===== config.mk =====
export PLATFORM = sky130hd
export DESIGN_NAME = mem_stage_pipe
export DESIGN_NICKNAME = d
export VERILOG_FILES = /design/src/rtl/mem_stage_pkg.sv /design/src/rtl/mem_stage_pipe_stack_ptr.sv /design/src/rtl/mem_stage_pipe.sv
export SDC_FILE = /design/constraint.sdc
export NUM_CORES = 1
export LEC_CHECK = 0
export BUFFER_PORTS_ARGS = -buffer_cell sky130_fd_sc_hd__buf_2
export CORE_MARGIN = 4
export CORE_UTILIZATION = 54
export CTS_CLUSTER_SIZE = 28
export DETAILED_ROUTE_END_ITERATION = 10
export GPL_TIMING_DRIVEN = 1
export HOLD_SLACK_MARGIN = 0.03
export PLACE_DENSITY_LB_ADDON = 0.15
export SLEW_MARGIN = 30
export SYNTH_ARGS = -nofsm -noshare
export SYNTH_HDL_FRONTEND = slang
export SYNTH_SLANG_ARGS = --single-unit

===== constraint.sdc =====
create_clock -name clk -period 3.1 [get_ports clk]
set_clock_uncertainty 0.2 [all_clocks]
set_input_delay 0.155 -clock clk [delete_from_list [all_inputs] [get_ports clk]]
set_output_delay 0.155 -clock clk [all_outputs]
set_load 0.02 [all_outputs]

===== src/rtl/mem_stage_pkg.sv =====
// Shared types and operation decode for the memory stage.
package mem_stage_pkg;

  // Operation class decoded from the EX/MEM control bits.
  typedef enum logic [2:0] {
    NONE    = 3'd0,
    LOAD    = 3'd1,
    STORE   = 3'd2,
    PUSH    = 3'd3,
    POP     = 3'd4,
    ILLEGAL = 3'd5
  } op_class_e;

  // Memory-stage sequencer states.
  typedef enum logic {
    IDLE = 1'b0,
    BUSY = 1'b1
  } state_e;

  // Map raw control bits to an operation class. Contradictory combinations
  // (push with pop, read with write, push/pop without their matching access)
  // are classed ILLEGAL so the stage can drop them without touching memory.
  function automatic op_class_e decode_op(input logic i_mem_read,
                                          input logic i_mem_write,
                                          input logic i_push,
                                          input logic i_pop);
    op_class_e cls;
    cls = NONE;
    if ((i_push && i_pop) || (i_mem_read && i_mem_write) ||
        (i_push && !i_mem_write) || (i_pop && !i_mem_read)) begin
      cls = ILLEGAL;
    end else if (i_push) begin
      cls = PUSH;
    end else if (i_pop) begin
      cls = POP;
    end else if (i_mem_read) begin
      cls = LOAD;
    end else if (i_mem_write) begin
      cls = STORE;
    end
    return cls;
  endfunction

  // True for classes that need a data-memory access.
  function automatic logic is_mem_op(input op_class_e cls);
    return (cls == LOAD) || (cls == STORE) || (cls == PUSH) || (cls == POP);
  endfunction

endpackage


===== src/rtl/mem_stage_pipe_stack_ptr.sv =====
// Stack pointer register: resets to SP_INIT, steps by one with silent wrap.
module stack_ptr #(
  parameter int                ADDR_W  = 32,
  parameter logic [ADDR_W-1:0] SP_INIT = '1
) (
  input  logic              clk,
  input  logic              rst_n,
  input  logic              i_inc,
  input  logic              i_dec,
  output logic [ADDR_W-1:0] o_sp
);

  localparam logic [ADDR_W-1:0] ONE = {{(ADDR_W-1){1'b0}}, 1'b1};

  logic [ADDR_W-1:0] r_sp;

  // Pointer update: pop increments, push decrements, modulo 2**ADDR_W.
  always_ff @(posedge clk or negedge rst_n) begin
    if (!rst_n) begin
      r_sp <= SP_INIT;
    end else if (i_inc) begin
      r_sp <= r_sp + ONE;
    end else if (i_dec) begin
      r_sp <= r_sp - ONE;
    end
  end

  assign o_sp = r_sp;

endmodule


===== src/rtl/mem_stage_pipe.sv =====
// Memory stage between EX/MEM and MEM/WB: decodes load/store/push/pop,
// runs them through a variable-latency req/ack port, owns the stack pointer
// and registers the MEM/WB buffer with an already-selected writeback value.
//
// Memory handshake: mem_req rises in the first BUSY cycle and stays high with
// mem_addr/mem_we/mem_wdata stable until a cycle in which mem_ack=1; that
// cycle completes the access (mem_rdata is sampled there) and mem_req drops
// the next cycle. mem_ack is only looked at while BUSY. Upstream, stall=1
// means the EX/MEM buffer must hold its instruction.
module mem_stage_pipe
  import mem_stage_pkg::*;
#(
  parameter int                DATA_W  = 16,
  parameter int                ADDR_W  = 32,
  parameter int                REG_AW  = 3,
  parameter logic [ADDR_W-1:0] SP_INIT = '1
) (
  input  logic              clk,
  input  logic              rst_n,
  input  logic              in_valid,
  input  logic [DATA_W-1:0] alu_result,
  input  logic [DATA_W-1:0] rsrc_value,
  input  logic [DATA_W-1:0] rdst_value,
  input  logic [REG_AW-1:0] rdst_addr,
  input  logic              mem_read,
  input  logic              mem_write,
  input  logic              push,
  input  logic              pop,
  input  logic              wb,
  output logic              stall,
  output logic              mem_req,
  output logic              mem_we,
  output logic [ADDR_W-1:0] mem_addr,
  output logic [DATA_W-1:0] mem_wdata,
  input  logic [DATA_W-1:0] mem_rdata,
  input  logic              mem_ack,
  output logic [ADDR_W-1:0] sp,
  output logic              wb_valid,
  output logic [DATA_W-1:0] wb_data,
  output logic [REG_AW-1:0] wb_rdst_addr,
  output logic              wb_en,
  output logic              op_err,
  output state_e            dbg_state
);

  localparam logic [ADDR_W-1:0] ONE = {{(ADDR_W-1){1'b0}}, 1'b1};

  // Sequencer state
  state_e            r_state;
  state_e            w_state_nxt;

  // Access latched at accept time, held through BUSY and beyond
  logic [ADDR_W-1:0] r_addr;
  logic [DATA_W-1:0] r_wdata;
  logic              r_we;
  logic [REG_AW-1:0] r_rdst;
  logic              r_wb;
  logic [DATA_W-1:0] r_alu;
  op_class_e         r_cls;

  // MEM/WB buffer
  logic              r_wb_valid;
  logic [DATA_W-1:0] r_wb_data;
  logic [REG_AW-1:0] r_wb_rdst;
  logic              r_wb_en;
  logic              r_op_err;

  // Decode and helpers
  op_class_e         w_cls;
  logic              w_is_mem;
  logic              w_accept_mem;
  logic              w_accept_alu;
  logic              w_ack;
  logic [ADDR_W-1:0] w_sp;
  logic [ADDR_W-1:0] w_addr_sel;

  assign w_cls        = decode_op(mem_read, mem_write, push, pop);
  assign w_is_mem     = is_mem_op(w_cls);
  assign w_accept_mem = (r_state == IDLE) && in_valid && w_is_mem;
  assign w_accept_alu = (r_state == IDLE) && in_valid && !w_is_mem;
  assign w_ack        = (r_state == BUSY) && mem_ack;

  // Stack pointer: only acknowledged pushes and pops move it.
  stack_ptr #(
    .ADDR_W  (ADDR_W),
    .SP_INIT (SP_INIT)
  ) u_stack_ptr (
    .clk   (clk),
    .rst_n (rst_n),
    .i_inc (w_ack && (r_cls == POP)),
    .i_dec (w_ack && (r_cls == PUSH)),
    .o_sp  (w_sp)
  );

  // Address mux: operands are zero-extended; push writes at sp, pop reads sp+1.
  always_comb begin
    w_addr_sel = r_addr;
    case (w_cls)
      LOAD:    w_addr_sel = ADDR_W'(rsrc_value);
      STORE:   w_addr_sel = ADDR_W'(rdst_value);
      PUSH:    w_addr_sel = w_sp;
      POP:     w_addr_sel = w_sp + ONE;
      default: w_addr_sel = r_addr;
    endcase
  end

  // State register.
  always_ff @(posedge clk or negedge rst_n) begin
    if (!rst_n) begin
      r_state <= IDLE;
    end else begin
      r_state <= w_state_nxt;
    end
  end

  // Next state, stall and request. Stall covers the accept cycle and every
  // BUSY cycle still waiting for ack.
  always_comb begin
    w_state_nxt = r_state;
    stall       = 1'b0;
    mem_req     = 1'b0;
    case (r_state)
      IDLE: begin
        if (in_valid && w_is_mem) begin
          stall       = 1'b1;
          w_state_nxt = BUSY;
        end
      end
      BUSY: begin
        mem_req = 1'b1;
        stall   = !mem_ack;
        if (mem_ack) begin
          w_state_nxt = IDLE;
        end
      end
      default: w_state_nxt = IDLE;
    endcase
  end

  // Latch the access on accept; values persist after the access completes.
  always_ff @(posedge clk or negedge rst_n) begin
    if (!rst_n) begin
      r_addr  <= '0;
      r_wdata <= '0;
      r_we    <= 1'b0;
      r_rdst  <= '0;
      r_wb    <= 1'b0;
      r_alu   <= '0;
      r_cls   <= NONE;
    end else if (w_accept_mem) begin
      r_addr  <= w_addr_sel;
      r_wdata <= rsrc_value;
      r_we    <= (w_cls == STORE) || (w_cls == PUSH);
      r_rdst  <= rdst_addr;
      r_wb    <= wb;
      r_alu   <= alu_result;
      r_cls   <= w_cls;
    end
  end

  // MEM/WB buffer: payload updates only when a result retires, so it holds
  // its last value under wb_valid=0.
  always_ff @(posedge clk or negedge rst_n) begin
    if (!rst_n) begin
      r_wb_valid <= 1'b0;
      r_wb_data  <= '0;
      r_wb_rdst  <= '0;
      r_wb_en    <= 1'b0;
      r_op_err   <= 1'b0;
    end else begin
      r_op_err   <= 1'b0;
      r_wb_valid <= 1'b0;
      if (w_accept_alu) begin
        r_wb_valid <= 1'b1;
        r_wb_data  <= alu_result;
        r_wb_rdst  <= rdst_addr;
        r_wb_en    <= wb && (w_cls != ILLEGAL);
        r_op_err   <= (w_cls == ILLEGAL);
      end else if (w_ack) begin
        r_wb_valid <= 1'b1;
        r_wb_data  <= ((r_cls == LOAD) || (r_cls == POP)) ? mem_rdata : r_alu;
        r_wb_rdst  <= r_rdst;
        r_wb_en    <= r_wb;
      end
    end
  end

  assign mem_we       = r_we;
  assign mem_addr     = r_addr;
  assign mem_wdata    = r_wdata;
  assign sp           = w_sp;
  assign wb_valid     = r_wb_valid;
  assign wb_data      = r_wb_data;
  assign wb_rdst_addr = r_wb_rdst;
  assign wb_en        = r_wb_en;
  assign op_err       = r_op_err;
  assign dbg_state    = r_state;

endmodule


; ---- Word level (Yosys, flattened, before mapping)
; Index checks and enable logic that the tools add are counted.
; W data, S select, Z words.
[word_totals]
register_bits = 127
inputBits = 76
out_inout_bits = 106
elab_cells = 77
[classes]
eq_ne = 9
add_sub_neg = 2
n_mux = 23
bitwise = 1
reduce_logical = 28
[op_table]
columns = op, count
row1 = $pmux W32 S4, 1
row2 = $mux W32, 2
row3 = $mux W16, 3
row4 = $add A32 B1 Y32 const B, 1
row5 = $sub A32 B1 Y32 const B, 1
row6 = $mux W3, 5
row7 = $logic_and A1 B1 Y1, 12
row8 = $eq A3 B2 Y1 const B, 3
row9 = $eq A3 B3 Y1 const B, 3
row10 = $logic_or A1 B1 Y1, 8
row11 = $mux W1, 8
row12 = $eq A3 B1 Y1 const B, 2
row13 = $logic_not A1 Y1, 4
row14 = $mux W2, 2
row15 = $pmux W1 S2, 2
row16 = $reduce_bool A2 Y1, 2
row17 = $reduce_bool A4 Y1, 1
row18 = $ne A3 B3 Y1 const B, 1
row19 = $reduce_and A2 Y1, 1
row20 = $not A1 Y1, 1

; ---- Longest topological paths before layout
; Gate-level depths: netlist of run 1.
[logic_depth]
depth_word = 12
ltp_mapped = 8

; ---- Hierarchy
; Synthesis of run 1 repeated with hierarchy kept, for this count alone.
[unflattened]
hier_cells = 907
hier_area_um2 = 7963.9
[by_module_without_submodules]
columns = mod, cells_each, n_inst, seq_area_each_um2, area_per_inst_um2
row1 = mem_stage_pipe, 576, 1, 2377.3, 5188.7
row2 = stack_ptr, 331, 1, 840.8, 2775.2

; ---- Worst setup path before layout of run 1
; Ideal clock, no wire load.
[synth_path]
path_kind = register -> register
start = register u_stack_ptr.r_sp[7] (netlist: u_stack_ptr.o_sp[7])
end = register r_addr[19] (netlist: mem_addr[19])
path_buffers = 2
t_arrival_ps = 2229
setup_slack_ps = 584
required_ps = 2813
path_stages_with_launch = 8
cell_sequence = dfstp_2 > buf_2 > nand4_2 > buf_2 > nor4_4 > nand4_1 > or4_1 > o211ai_1
[synth_via]
elab_chain_len = 2
[synth_lines]
columns = element, line
row1 = start: declaration, mem_stage_pipe_stack_ptr.sv:15  ; logic [ADDR_W-1:0] r_sp;
row2 = start signal: assignment, mem_stage_pipe_stack_ptr.sv:22  ; r_sp <= r_sp + ONE;
row3 = start signal: assignment, mem_stage_pipe_stack_ptr.sv:24  ; r_sp <= r_sp - ONE;
row4 = $add A32 B1 Y32, mem_stage_pipe.sv:102  ; POP: w_addr_sel = w_sp + ONE;
row5 = $pmux W32 S4, mem_stage_pipe.sv:98  ; case (w_cls)
row6 = end signal: assignment, mem_stage_pipe.sv:151  ; r_addr <= w_addr_sel;
row7 = end: declaration, mem_stage_pipe.sv:53  ; logic [ADDR_W-1:0] r_addr;
; Every way passes these cells.
; A chain may end at the register's enable or synchronous reset.

; ---- Final worst setup path of run 1
[layout_path]
start = register u_stack_ptr.r_sp[0] (netlist: u_stack_ptr.o_sp[0])
end = register r_addr[28] (netlist: mem_addr[28])
; The elaborated chain is that of the path after synthesis.

==> results.toml, run 1 <==
[global_route]
gr-usage-all-layers_pct = 30.9
antenna_found_initial = 1
grt_pass1_vias = 6557
grt_overflow = 0
grt_pass1_wl_um = 35800
grt_max_degree = 88

[clocking]
cts_buffer_depth = 2
cts.sinks = 127
cts_tree = "done"
cts_htree_levels = 4
cts_root_buf = "clkbuf_16"
path_clk_slew_ns = 0.06
cts_resized = 0
insertion_delay_ns = 0.42
numCtsBuffers = 17

[timing]
setup_violations = 0
maxSlewViolCount = 0
hold_viol = 0
worst_pin_slew_ns = 0.682
rsz0062_at_grt = "false"
period_share_pct = 90.6
slew_headroom_pct = 54.5
fin_ws_ns = 0.292
layout_min_cycle_time_ns = 2.81
tns_ns = 0
clock.fmax_ghz = 0.356

[worst_hold_path]
holdCritStartpoint = "mem_rdata[1]"
hp-class = "in -> reg"
hold_path_depth = 4

[place]
gp_congestion = 0.918
io_buffers = 181
dpl_cell_area_sq_um = 8100
dpl_worst_slack_ns = 0.339
place_hpwl_um = 15100

[logic_synthesis]
ys.flop_type = "dfrtp_1"
yosysWarnings = 0
ys_ff_latch = 127
ys_seq_area_share_pct = 45.8
syn_nets = 786
synth.avg_cell_area_sq_um = 9.93
async_reset_ff_share_pct = 100
synth.distinct_cells = 70
netlist_instances = 708
netlist_area_sq_um = 7030
synth_edf_count = 0

[floorplanning]
core_sq_um = 12700
fp-row-count = 41
die-area_sq_um = 14900
die_y_um = 122
ios = 182
die_w_um = 122
initial_core_util_pct = 55.5

[drt]
drt_pass1_iterations = 5
drt_iter0_drc = 656
route.vias.total = 6724
drt-vias-per-instance = 6.02
drt_wl_total_um = 22600
wl_per_cell_um = 20.2
antenna_left = 0
drc = 0

[worst_setup_path]
critPathArrivalTime_ns = 2.95
rrSetupSlack_ns = 0.29
cp-end-kind = "flop"
crit_fanout = 13
crit_type = "reg -> reg"
cp.required_ns = 3.24
regToRegStartpoint = "u_stack_ptr.o_sp[0]"
crit_path_start = "u_stack_ptr.o_sp[0]"
rr_worst_depth = 7
crit_path_start_kind = "flop"

[layout]
multi_input_area_sq_um = 3520
fillers = 923
seq_area_sq_um = 3220
nets = 1009
final_area_sq_um = 9340
area_growth_pct = 32.9
final_util_pct = 73.7
drive_gt1_share_pct = 35.1

[power]
power_density_nw_per_um2 = 728
p_leak_nw = 4.41
ir_drop_v = 0.000486
power_mw = 6.80

[flow_run]
max-cap-violations = 0

[outcome]
outcome = "finished, final reports clean"
cells by family (layout without fill, tap and decap cells):
family                     after synthesis  in the layout  share of synthesized area [%]
AOI/OAI and AO/OA                      176            176                           17.2
buffers and inverters                   71            307                           4.47
DFF                                    127            127                           45.8
muxes                                   61             61                           9.36
xor gates and xnor gates                35             35                           4.36
adders and majority gates                2              2                          0.356
and+or+nand+nor                        236            236                           18.5
other                                    0              1                              0
metrics by stage:
step	instances	hold slack, ns
after floorplan	708	-0.341
after global placement	1023	-0.0382
after detailed placement	1023	-0.0281
after CTS	1115	0.0334
after global routing	1117	0.0535
final	1117	0.0448
worst max-delay path, cell delays in order, from the launching register on:
cell and delay [ns]:
dfstp_2 0.63, ha_1 0.30, nand3_1 0.27, nor4_2 0.28, buf_4 0.25, nand3_1 0.18
or4_1 0.53, o211ai_1 0.10
metal layers:
| layer | up-vias | GRT usage (%) | wire length [um] |
|---|---|---|---|
| met5 | - | 0 | 0 |
| met4 | 0 | 11.8 | 655 |
| met3 | 55 | 6.13 | 1890 |
| met2 | 347 | 48.6 | 10600 |
| met1 | 3251 | 42.4 | 9500 |
| li1 | 3071 | - | - |
cell usage after synthesis (all sizes together), types with 3 or more instances:
master,n,area share [%]
a211oi,16,1.7
a21o,20,2.1
a21oi,23,1.6
a221o,5,0.71
a221oi,6,0.75
a22oi,5,0.53
a31oi,9,0.80
and2,4,0.36
and3,5,0.44
buf,22,1.9
clkbuf,38,2.0
dfrtp,95,34
dfstp,32,12
inv,11,0.59
mux2,38,6.1
mux2i,23,3.3
nand2,64,3.5
nand2b,5,0.55
nand3,19,1.4
nand4,21,2.3
nor2,55,2.9
nor2b,3,0.27
nor3,17,1.4
nor3b,4,0.50
nor4,11,1.6
o211ai,9,0.96
o21ai,45,3.2
o22ai,9,0.89
o311ai,5,0.62
o31a,4,0.50
o31ai,3,0.32
o32ai,7,1.2
or3,8,0.78
or4,13,1.7
xnor2,13,1.6
xor2,22,2.7
sequential cells by signal (all words and copies together) (netlist names):
name,cells
dbg_state,1
mem_addr,32
mem_wdata,16
mem_we,1
op_err,1
r_alu,16
r_cls,3
r_rdst,3
r_wb,1
u_stack_ptr.o_sp,32
wb_data,16
wb_en,1
wb_rdst_addr,3
wb_valid,1
final cells by class:
cell class / count / area share, %
Multi-Input combinational cell: 510 / 37.7
Clock buffer: 22 / 5.18
Clock inverter: 10 / 1.61
Inverter: 11 / 0.442
Antenna cell: 1 / 0.0268
Tap cell: 172 / 2.30
Sequential cell: 127 / 34.4
Timing Repair Buffer: 264 / 18.3
layout by cell type (no fill, tap or decap), drive strengths merged, types with 23 or more instances in the layout:
| master | Yosys | final |
|---|---|---|
| a21oi | 23 | 23 |
| buf | 22 | 203 |
| dfrtp | 95 | 95 |
| dfstp | 32 | 32 |
| dlygate4sd3 | 0 | 61 |
| mux2 | 38 | 38 |
| mux2i | 23 | 23 |
| nand2 | 64 | 64 |
| nor2 | 55 | 55 |
| o21ai | 45 | 45 |
worst paths after layout:
| path | end |
|---|---|
| min in group asynchronous | r_alu[15] |
| min | wb_data[1] |
| max in group asynchronous | u_stack_ptr.o_sp[11] |
| max | mem_addr[28] |
| max reg2reg | mem_addr[28] |
| min reg2reg | mem_addr[11] |
power by group:
part	internal (mW)	switching, mW
registers	2.10	0.462
logic	0.882	1.25
clock network	1.36	0.754
total	4.34	2.46
timing repair:
action | in CTS | in global routing
hold buffers | 60 | 1
setup buffers | 0 | 0
hold endpoints to repair | 161 | 1
Note: power is estimated with default switching activity, not from simulation.
==> run 2: changes to the inputs <==
--- a/config.mk
+++ b/config.mk
@@ -7,7 +7,7 @@
 export LEC_CHECK = 0
 export BUFFER_PORTS_ARGS = -buffer_cell sky130_fd_sc_hd__buf_2
 export CORE_MARGIN = 4
-export CORE_UTILIZATION = 54
+export CORE_UTILIZATION = 50
 export CTS_CLUSTER_SIZE = 28
 export DETAILED_ROUTE_END_ITERATION = 10
 export GPL_TIMING_DRIVEN = 1
==> results.toml, run 2 (synthesis results as in run 1) <==
[drt]
drt_wl_total_um = 22600
route.vias.total = 6695
wl_per_cell_um = 20.1
drt_iter0_drc = 633
antenna_left = 0
drc = 0
drt_pass1_iterations = 5
drt-vias-per-instance = 5.95

[worst_setup_path]
crit_type = "reg -> reg"
cpMaxStageDelayCell = "a2111oi_0"
cp.required_ns = 3.17
critPathArrivalTime_ns = 2.84
crit_fanout = 10
path_buf_inv = 1
cp-end-kind = "flop"
cp_cell_sequence = "ha_1 > nand3_1 > buf_4 > o21ai_0 > a21oi_1 > a2111oi_0 > o31ai_1"
critPathMaxStageDelay_ns = 0.71
crit_path_start_kind = "flop"
cpLargestDelayFamily = "compound AO/OA/AOI/OAI gates"

[clocking]
cts.sinks = 127
path_clk_slew_ns = 0.06
post-cts-setup-buffers = 0
insertion_delay_ns = 0.41
numCtsBuffers = 17
cts_root_buf = "clkbuf_16"
cts_resized = 0
cts_htree_levels = 4
cts_tree = "done"
cts_buffer_depth = 2

[place]
placed_cells = 1032
place_hpwl_um = 15800
dpl_worst_slack_ns = 0.367
gp_congestion = 0.993
io_buffers = 181

[layout]
stdcell_count = 1126
seq_area_sq_um = 3220
nets = 1010
drive_gt1_share_pct = 35.2
fillers = 1093
area_growth_pct = 31.9
final_cell_mix = "buf_2 (180), dfrtp_1 (95), nand2_1 (63)"
final_common_cell = "buf_2"
multi_input_area_sq_um = 3530

[floorplanning]
core_sq_um = 13800
ios = 182
initial_core_util_pct = 50.8
die_w_um = 127
fp-row-count = 43
die_y_um = 127
die-area_sq_um = 16000

[global_route]
grt_pass1_wl_um = 36600
grt_overflow = 0
grt_max_degree = 54
grt_pass1_vias = 6880
antenna_found_initial = 2
gr-usage-all-layers_pct = 28.6

[timing]
hold_viol = 0
layout_min_cycle_time_ns = 2.78
period_share_pct = 89.6
slew_headroom_pct = 44.4
setup_violations = 0
clock.fmax_ghz = 0.360
fin_ws_ns = 0.321
tns_ns = 0
rsz0062_at_grt = "false"
hold_ws_ns = 0.0455
worst_pin_slew_ns = 0.812
maxSlewViolCount = 0

[outcome]
outcome = "finished, final reports clean"

[power]
power_density_nw_per_um2 = 704
ir_drop_v = 0.000448
p_leak_nw = 4.37

[flow_run]
max-cap-violations = 0

[worst_hold_path]
hp-class = "in -> reg"
## run 2: through the flow
step                utilization, %  total power, mW  instance area (sq um)
floorplan                        -             3.87                   7030
global placement              58.7             4.52                   8110
detailed placement            58.7             4.58                   8110
CTS                           67.0             6.53                   9270
global route                  67.1             6.87                   9270
finish                        67.1             6.53                   9270
## run 2: final timing paths
| check | startpoint | endpoint | slack [ns] | depth (start not counted) |
|---|---|---|---|---|
| max in group asynchronous | rst_n | u_stack_ptr.o_sp[12] | 1.67 | 3 |
| setup / recovery | u_stack_ptr.o_sp[0] | mem_addr[8] | 0.32 | 7 |
| hold reg to reg | mem_addr[20] | mem_addr[20] | 0.28 | 2 |
| min in group asynchronous | rst_n | r_cls[2] | 0.15 | 2 |
| hold / removal | mem_rdata[6] | wb_data[6] | 0.05 | 4 |
| setup reg to reg | u_stack_ptr.o_sp[0] | mem_addr[8] | 0.32 | 7 |
## run 2: what timing repair did
| action | in CTS | in global routing |
|---|---|---|
| endpoints found under the setup margin | 0 | 0 |
| hold endpoints to repair | 125 | 0 |
| hold buffers | 61 | 0 |
## run 2: metal layers
| metal | track usage (%) | part of all wire [%] |
|---|---|---|
| met4 | 11.1 | 2.9 |
| met2 | 46.5 | 48 |
| met1 | 37.1 | 41 |
| met5 | 0 | 0.058 |
| met3 | 6.99 | 7.9 |
## run 2: power by group
group / leakage [nW] / switching, mW / internal [mW]
Combinational: 2.60 / 1.24 / 0.884
Clock: 0.254 / 0.792 / 1.06
Sequential: 1.52 / 0.458 / 2.10
## run 2: tightest hold or removal path, stage by stage
cell and delay (ns):
buf_2 0.10, mux2i_1 0.12, a211oi_1 0.09, a21o_1 0.15
## run 2: cell type report
cell class | count | area share (%)
antenna | 1 | 0.0270
clock buffer | 19 | 4.78
clock inverter | 13 | 1.12
inverter | 11 | 0.445
multi-input combinational | 510 | 38.1
sequential | 127 | 34.7
tap | 180 | 2.43
timing repair buffer | 265 | 18.4
